## config.mk

```make
export PLATFORM = sky130hd
export DESIGN_NAME = mem_responder
export DESIGN_NICKNAME = d
export VERILOG_FILES = /design/src/rtl/mem_responder_pkg.sv /design/src/rtl/mem_responder_ram.sv /design/src/rtl/mem_responder.sv
export SDC_FILE = /design/constraint.sdc
export NUM_CORES = 2
export LEC_CHECK = 0
export ABC_AREA = 1
export BUFFER_PORTS_ARGS = -buffer_cell sky130_fd_sc_hd__buf_2
export CAP_MARGIN = 10
export CORE_MARGIN = 4
export CORE_UTILIZATION = 47
export CTS_CLUSTER_SIZE = 25
export DETAILED_ROUTE_END_ITERATION = 10
export GPL_TIMING_DRIVEN = 0
export SYNTH_ARGS = -nofsm -noshare
export SYNTH_HDL_FRONTEND = slang
export SYNTH_HIERARCHICAL = 1
export SYNTH_SLANG_ARGS = --single-unit
```

## constraint.sdc

```tcl
create_clock -name clk -period 35.9 [get_ports clk]
set_input_delay 1.795 -clock clk [delete_from_list [all_inputs] [get_ports clk]]
set_output_delay 1.795 -clock clk [all_outputs]
set_load 0.02 [all_outputs]
```

## src/rtl/mem_responder_pkg.sv

```systemverilog
// Shared definitions for the memory responder: FSM state encoding,
// default bus widths (common with memman) and the wait-counter width.
package mem_responder_pkg;

    localparam int unsigned DEF_ADDR_W = 8;
    localparam int unsigned DEF_DATA_W = 8;
    localparam int unsigned CNT_W      = 4;

    typedef enum logic [1:0] {
        IDLE = 2'd0,
        WAIT = 2'd1,
        ACK  = 2'd2
    } state_t;

endpackage

```

## src/rtl/mem_responder_ram.sv

```systemverilog
// Single-port RAM, DEPTH x DATA_W, with a synchronous write and a
// combinational read.
// Ports: clk, we (write enable), addr, wdata, rdata.
// The parent registers rdata on the access edge, so the combinational read
// lets read data land in the output register on the same edge as the write.
// Range checking of addresses is done by the parent.
module mem_responder_ram
    import mem_responder_pkg::*;
#(
    parameter int unsigned DEPTH  = 256,
    parameter int unsigned DATA_W = DEF_DATA_W,
    parameter int unsigned AW     = 8
) (
    input  logic              clk,
    input  logic              we,
    input  logic [AW-1:0]     addr,
    input  logic [DATA_W-1:0] wdata,
    output logic [DATA_W-1:0] rdata
);

    logic [DATA_W-1:0] mem [DEPTH];

    // Contents are deliberately not reset.
    always_ff @(posedge clk) begin
        if (we) begin
            mem[addr] <= wdata;
        end
    end

    assign rdata = mem[addr];

endmodule

```

## src/rtl/mem_responder.sv

```systemverilog
// Memory-side responder for the memman request bus. Accepts a request,
// inserts WAIT_CYCLES wait states, performs the RAM access and completes a
// four-phase enable/dataIsPresent handshake.
// Ports:
//   clk, rst_n     clock, synchronous active-low reset
//   enable         request valid, held until completion
//   rnw            1 = read, 0 = write (latched on acceptance)
//   addrMem        word address (latched on acceptance)
//   wordMem        write data (latched on acceptance)
//   wordMemRd      read data, held until the next completed read
//   dataIsPresent  completion acknowledge
//   busy           high whenever the FSM is not idle
module mem_responder
    import mem_responder_pkg::*;
#(
    parameter int unsigned ADDR_W      = DEF_ADDR_W,
    parameter int unsigned DATA_W      = DEF_DATA_W,
    parameter int unsigned DEPTH       = 256,
    parameter int unsigned WAIT_CYCLES = 2
) (
    input  logic              clk,
    input  logic              rst_n,
    input  logic              enable,
    input  logic              rnw,
    input  logic [ADDR_W-1:0] addrMem,
    input  logic [DATA_W-1:0] wordMem,
    output logic [DATA_W-1:0] wordMemRd,
    output logic              dataIsPresent,
    output logic              busy
);

    localparam int unsigned RAM_AW = (DEPTH > 1) ? $clog2(DEPTH) : 1;
    localparam int unsigned CMP_W  = ADDR_W + 1;
    localparam logic [CNT_W-1:0] WAIT_LOAD = CNT_W'(WAIT_CYCLES);
    localparam bit ZERO_WAIT = (WAIT_CYCLES == 0);

    state_t              state_q, state_d;
    logic [CNT_W-1:0]    cnt_q, cnt_d;
    logic                rnw_q, rnw_d;
    logic [ADDR_W-1:0]   addr_q, addr_d;
    logic [DATA_W-1:0]   wdata_q, wdata_d;
    logic [DATA_W-1:0]   rd_q, rd_d;
    logic                ack_q, ack_d;
    logic                busy_q, busy_d;

    logic                access;
    logic                acc_rnw;
    logic [ADDR_W-1:0]   acc_addr;
    logic [DATA_W-1:0]   acc_wdata;
    logic                in_range;
    logic                ram_we;
    logic [DATA_W-1:0]   ram_rdata;

    // Access operands: live inputs when accessing straight from IDLE
    // (zero wait states), otherwise the request latched at acceptance.
    always_comb begin
        acc_rnw   = rnw_q;
        acc_addr  = addr_q;
        acc_wdata = wdata_q;
        if (state_q == IDLE) begin
            acc_rnw   = rnw;
            acc_addr  = addrMem;
            acc_wdata = wordMem;
        end
        in_range = ({1'b0, acc_addr} < CMP_W'(DEPTH));
    end

    mem_responder_ram #(
        .DEPTH  (DEPTH),
        .DATA_W (DATA_W),
        .AW     (RAM_AW)
    ) u_ram (
        .clk   (clk),
        .we    (ram_we),
        .addr  (RAM_AW'(acc_addr)),
        .wdata (acc_wdata),
        .rdata (ram_rdata)
    );

    // Next-state, request latch, access decode and output next-values.
    always_comb begin
        state_d = state_q;
        cnt_d   = cnt_q;
        rnw_d   = rnw_q;
        addr_d  = addr_q;
        wdata_d = wdata_q;
        rd_d    = rd_q;
        access  = 1'b0;
        ram_we  = 1'b0;

        case (state_q)
            IDLE: begin
                if (enable) begin
                    rnw_d   = rnw;
                    addr_d  = addrMem;
                    wdata_d = wordMem;
                    if (ZERO_WAIT) begin
                        access  = 1'b1;
                        state_d = ACK;
                    end else begin
                        cnt_d   = WAIT_LOAD;
                        state_d = WAIT;
                    end
                end
            end
            WAIT: begin
                if (!enable) begin
                    state_d = IDLE;
                    cnt_d   = '0;
                end else if (cnt_q == CNT_W'(1)) begin
                    access  = 1'b1;
                    state_d = ACK;
                    cnt_d   = '0;
                end else begin
                    cnt_d = cnt_q - CNT_W'(1);
                end
            end
            ACK: begin
                if (!enable) begin
                    state_d = IDLE;
                end
            end
            default: begin
                state_d = IDLE;
                cnt_d   = '0;
            end
        endcase

        // A reset on the access edge discards the write.
        ram_we = access && !acc_rnw && in_range && rst_n;
        if (access && acc_rnw) begin
            rd_d = in_range ? ram_rdata : '0;
        end

        ack_d  = (state_d == ACK);
        busy_d = (state_d != IDLE);
    end

    // State and output registers.
    always_ff @(posedge clk) begin
        if (!rst_n) begin
            state_q <= IDLE;
            cnt_q   <= '0;
            rnw_q   <= 1'b0;
            addr_q  <= '0;
            wdata_q <= '0;
            rd_q    <= '0;
            ack_q   <= 1'b0;
            busy_q  <= 1'b0;
        end else begin
            state_q <= state_d;
            cnt_q   <= cnt_d;
            rnw_q   <= rnw_d;
            addr_q  <= addr_d;
            wdata_q <= wdata_d;
            rd_q    <= rd_d;
            ack_q   <= ack_d;
            busy_q  <= busy_d;
        end
    end

    assign wordMemRd     = rd_q;
    assign dataIsPresent = ack_q;
    assign busy          = busy_q;

endmodule

```

==> run summary <==
Top post-synthesis cells by area = edfxtp_1 (71%), nand2_1 (21%), nor2_1 (1.6%)
Port-buffer cells = 28
P_int = 4.07 mW
Worst IR Drop VDD = 0.0454 mV
Placed Area = 91200 um2
Antenna violations before repair = 8
Core area = 183000 um2
Worst min path class = reg2reg
Syn nets = 8252
Vias in the first global route = 55900
Critical path class = reg2reg
Post-DP HPWL = 193000 um
Mapped Cells = 8230
Worst-Margin Slew = 1.38 ns
Seq/Total Area, Yosys = 0.720
Vias/cell = 5.36
LEAKAGE = 39.0 nW
Cts hold-fix bufs = 0
Synth Area in Simple Gates = 0.238
Worst-skew pair later-pin latency = 0.85 ns
YS warnings = 6
Starting Density = 0.472
Post-layout nets = 8568
Synth cell types = 28
Hold Fails Final Rpt = 0
H-tree levels = 4
Unrepaired setup endpoints after global routing = false
Worst setup EP type = flip-flop
FF+latch count, synth = 2081
Max Transition Viols Final = 0
Area grow syn2layout = 13.6%
Post-synthesis mux area share = 0
Post-CTS setup buffer count = 0
Worst setup SP type = flip-flop
R2R depth = 9
Net Switching = 1.41 mW
Power per cell area = 55.9 nW/um2
Routed WL = 269000 um
Final core utilization = 0.536
Worst-path clk slew = 0.06 ns
Die height = 436 um
FMAX = 176 MHz
Area leader, netlist = edfxtp_1
Adder-cell area share of the yosys netlist = 0.000290
I/O Pins = 30
Final Cell Area = 98000 um2
First-pass GRT wire length = 384000 um
Clock Skews = 0.0492 ns
Fraction of layout cells with a size suffix above 1 = 0.0732
Drt pass-1 iters = 6
Power share of the sequential group = 0.493
Period utilization = 0.158
Run status = finished clean
Min Tclk post-route = 5.69 ns
Die area = 191000 um2
Drt wl/cell = 24.1 um
Setup ws final = 30.21 ns
Post-Synth XOR/XNOR Area = 0.000101
Combinational power share = 0.114
Clk network pwr share = 0.392
DRC errors left = 0
Via Count = 60000
Total grt overflow = 0
Pre-CTS setup slack = 29.83 ns
CP max FO = 10
Mapped Avg Cell Area = 10.5 um2
TritonCTS clock tree = yes
Sw frac = 0.257
Synth Area in Compound Gates = 0.0154
Largest net degree at the start of global routing = 34
Placer congestion estimate = 0.954
Core Rows = 157
Antenna-violating nets left = 0
Clock root buffer = clkbuf_16
Post-CTS Resized = 0
Final Setup Violations = 0
Clk buf depth = 3
Max-Cap Viols = 0
Syn Std Cell Area = 86300 um2
DRT iter0 DRCs = 6985
Total track usage = 0.278
Worst Path Required = 36.36 ns
Clock sink count = 2081
Main combinational cell family by area after synthesis = simple AND/OR/NAND/NOR gates
Share of the synthesized area in the top cell type = 0.713
Hold path cells = 2
Worst EP arrival = 6.15 ns
Die width = 436 um
Setup total negative slack = 0 ns
Max-slew headroom = 0.0812
Total CTS buffers = 210
[path summary, 6_finish.rpt]
path / startpoint / endpoint / slack (ns)
max: state_q[0]$_SDFF_PN0_ / u_ram/mem[88][2]$_DFFE_PP_ / 30.21
min: addr_q[1]$_SDFFE_PN0P_ / addr_q[1]$_SDFFE_PN0P_ / 0.45
max reg2reg: state_q[0]$_SDFF_PN0_ / u_ram/mem[88][2]$_DFFE_PP_ / 30.21
min reg2reg: addr_q[1]$_SDFFE_PN0P_ / addr_q[1]$_SDFFE_PN0P_ / 0.45
[synthesized netlist by cell type (all sizes together)]
cell,instances
nand3,200
clkbuf,174
dfxtp,33
o21ai,196
a21oi,62
nor2,379
o211ai,1
edfxtp,2048
nand2,4812
xor2,1
inv,68
ha,2
buf,254
[layer usage]
| layer | track usage | wire length (um) |
|---|---|---|
| met4 | 0.121 | 13200 |
| met1 | 0.387 | 111000 |
| met3 | 0.0444 | 22500 |
| met5 | 0 | 0 |
| met2 | 0.436 | 123000 |
[layout by cell type (no fill, tap or decap), types with 6 or more instances in the layout]
master / n
o21ai_1: 121
clkinv_2: 44
clkinvlp_4: 6
inv_1: 63
inv_6: 7
a21oi_1: 54
buf_16: 15
o21ai_4: 8
o21ai_0: 67
bufinv_16: 18
a21oi_2: 8
buf_1: 52
buf_6: 8
dfxtp_1: 33
clkinv_1: 62
buf_2: 213
nand2_1: 4807
buf_12: 60
buf_4: 8
edfxtp_1: 2048
clkbuf_16: 216
nand3_1: 198
diode_2: 6
clkbuf_1: 205
nor2_1: 375
[cells by family (layout without fill, tap and decap cells)]
logic type,Yosys count,count (layout)
simple gates,5391,5391
flops,2081,2081
buf+inv,496,994
compound gates,259,259
fa+ha+maj,2,2
xor+xnor,1,1
other cells,0,6
[state kept, by name, indices dropped and copies added, names as in the netlist]
register	count
addr_q	8
busy	1
cnt_q	4
dataIsPresent	1
rnw_q	1
state_q	2
u_ram/mem	2048
wdata_q	8
wordMemRd	8
[critical path, cell delays in order (launching register included)]
cell	delay [ns]
dfxtp_1	0.52
nor2_4	0.13
clkbuf_1	0.32
o21ai_0	1.09
inv_1	0.09
nor2_1	0.56
clkbuf_1	0.68
nand2_1	0.51
clkbuf_1	0.58
nor2_1	0.78
[stage by stage]
step / hold slack, ns / std cells / total power, mW
after global placement: 0.434 / 10700 / 3.47
after global routing: 0.475 / 11200 / 5.66
after floorplan: 0.424 / 8230 / 3.12
after CTS: 0.454 / 11200 / 5.50
after detailed placement: 0.443 / 10800 / 3.37
final: 0.450 / 11200 / 5.48
[power groups by stage]
stage	logic (mW)	clock network [mW]	registers, mW
floorplan	0.309	0	2.81
global placement	0.568	0	2.90
detailed placement	0.615	0	2.75
CTS	0.618	2.18	2.70
global route	0.668	2.29	2.70
finish	0.626	2.15	2.70
[layout make-up]
type                    count  area (um2)
diodes                      6        15.0
plain buffers             428        1940
clock buffers             251        5540
clock inverters           143        1200
fillers                 15900       84900
inverters                  68         260
multi-input cells        5653       22000
flip-flops and latches   2081       62200
well taps                2464        3080
repair buffers            104        1770
(Power assumes the default switching activity.)
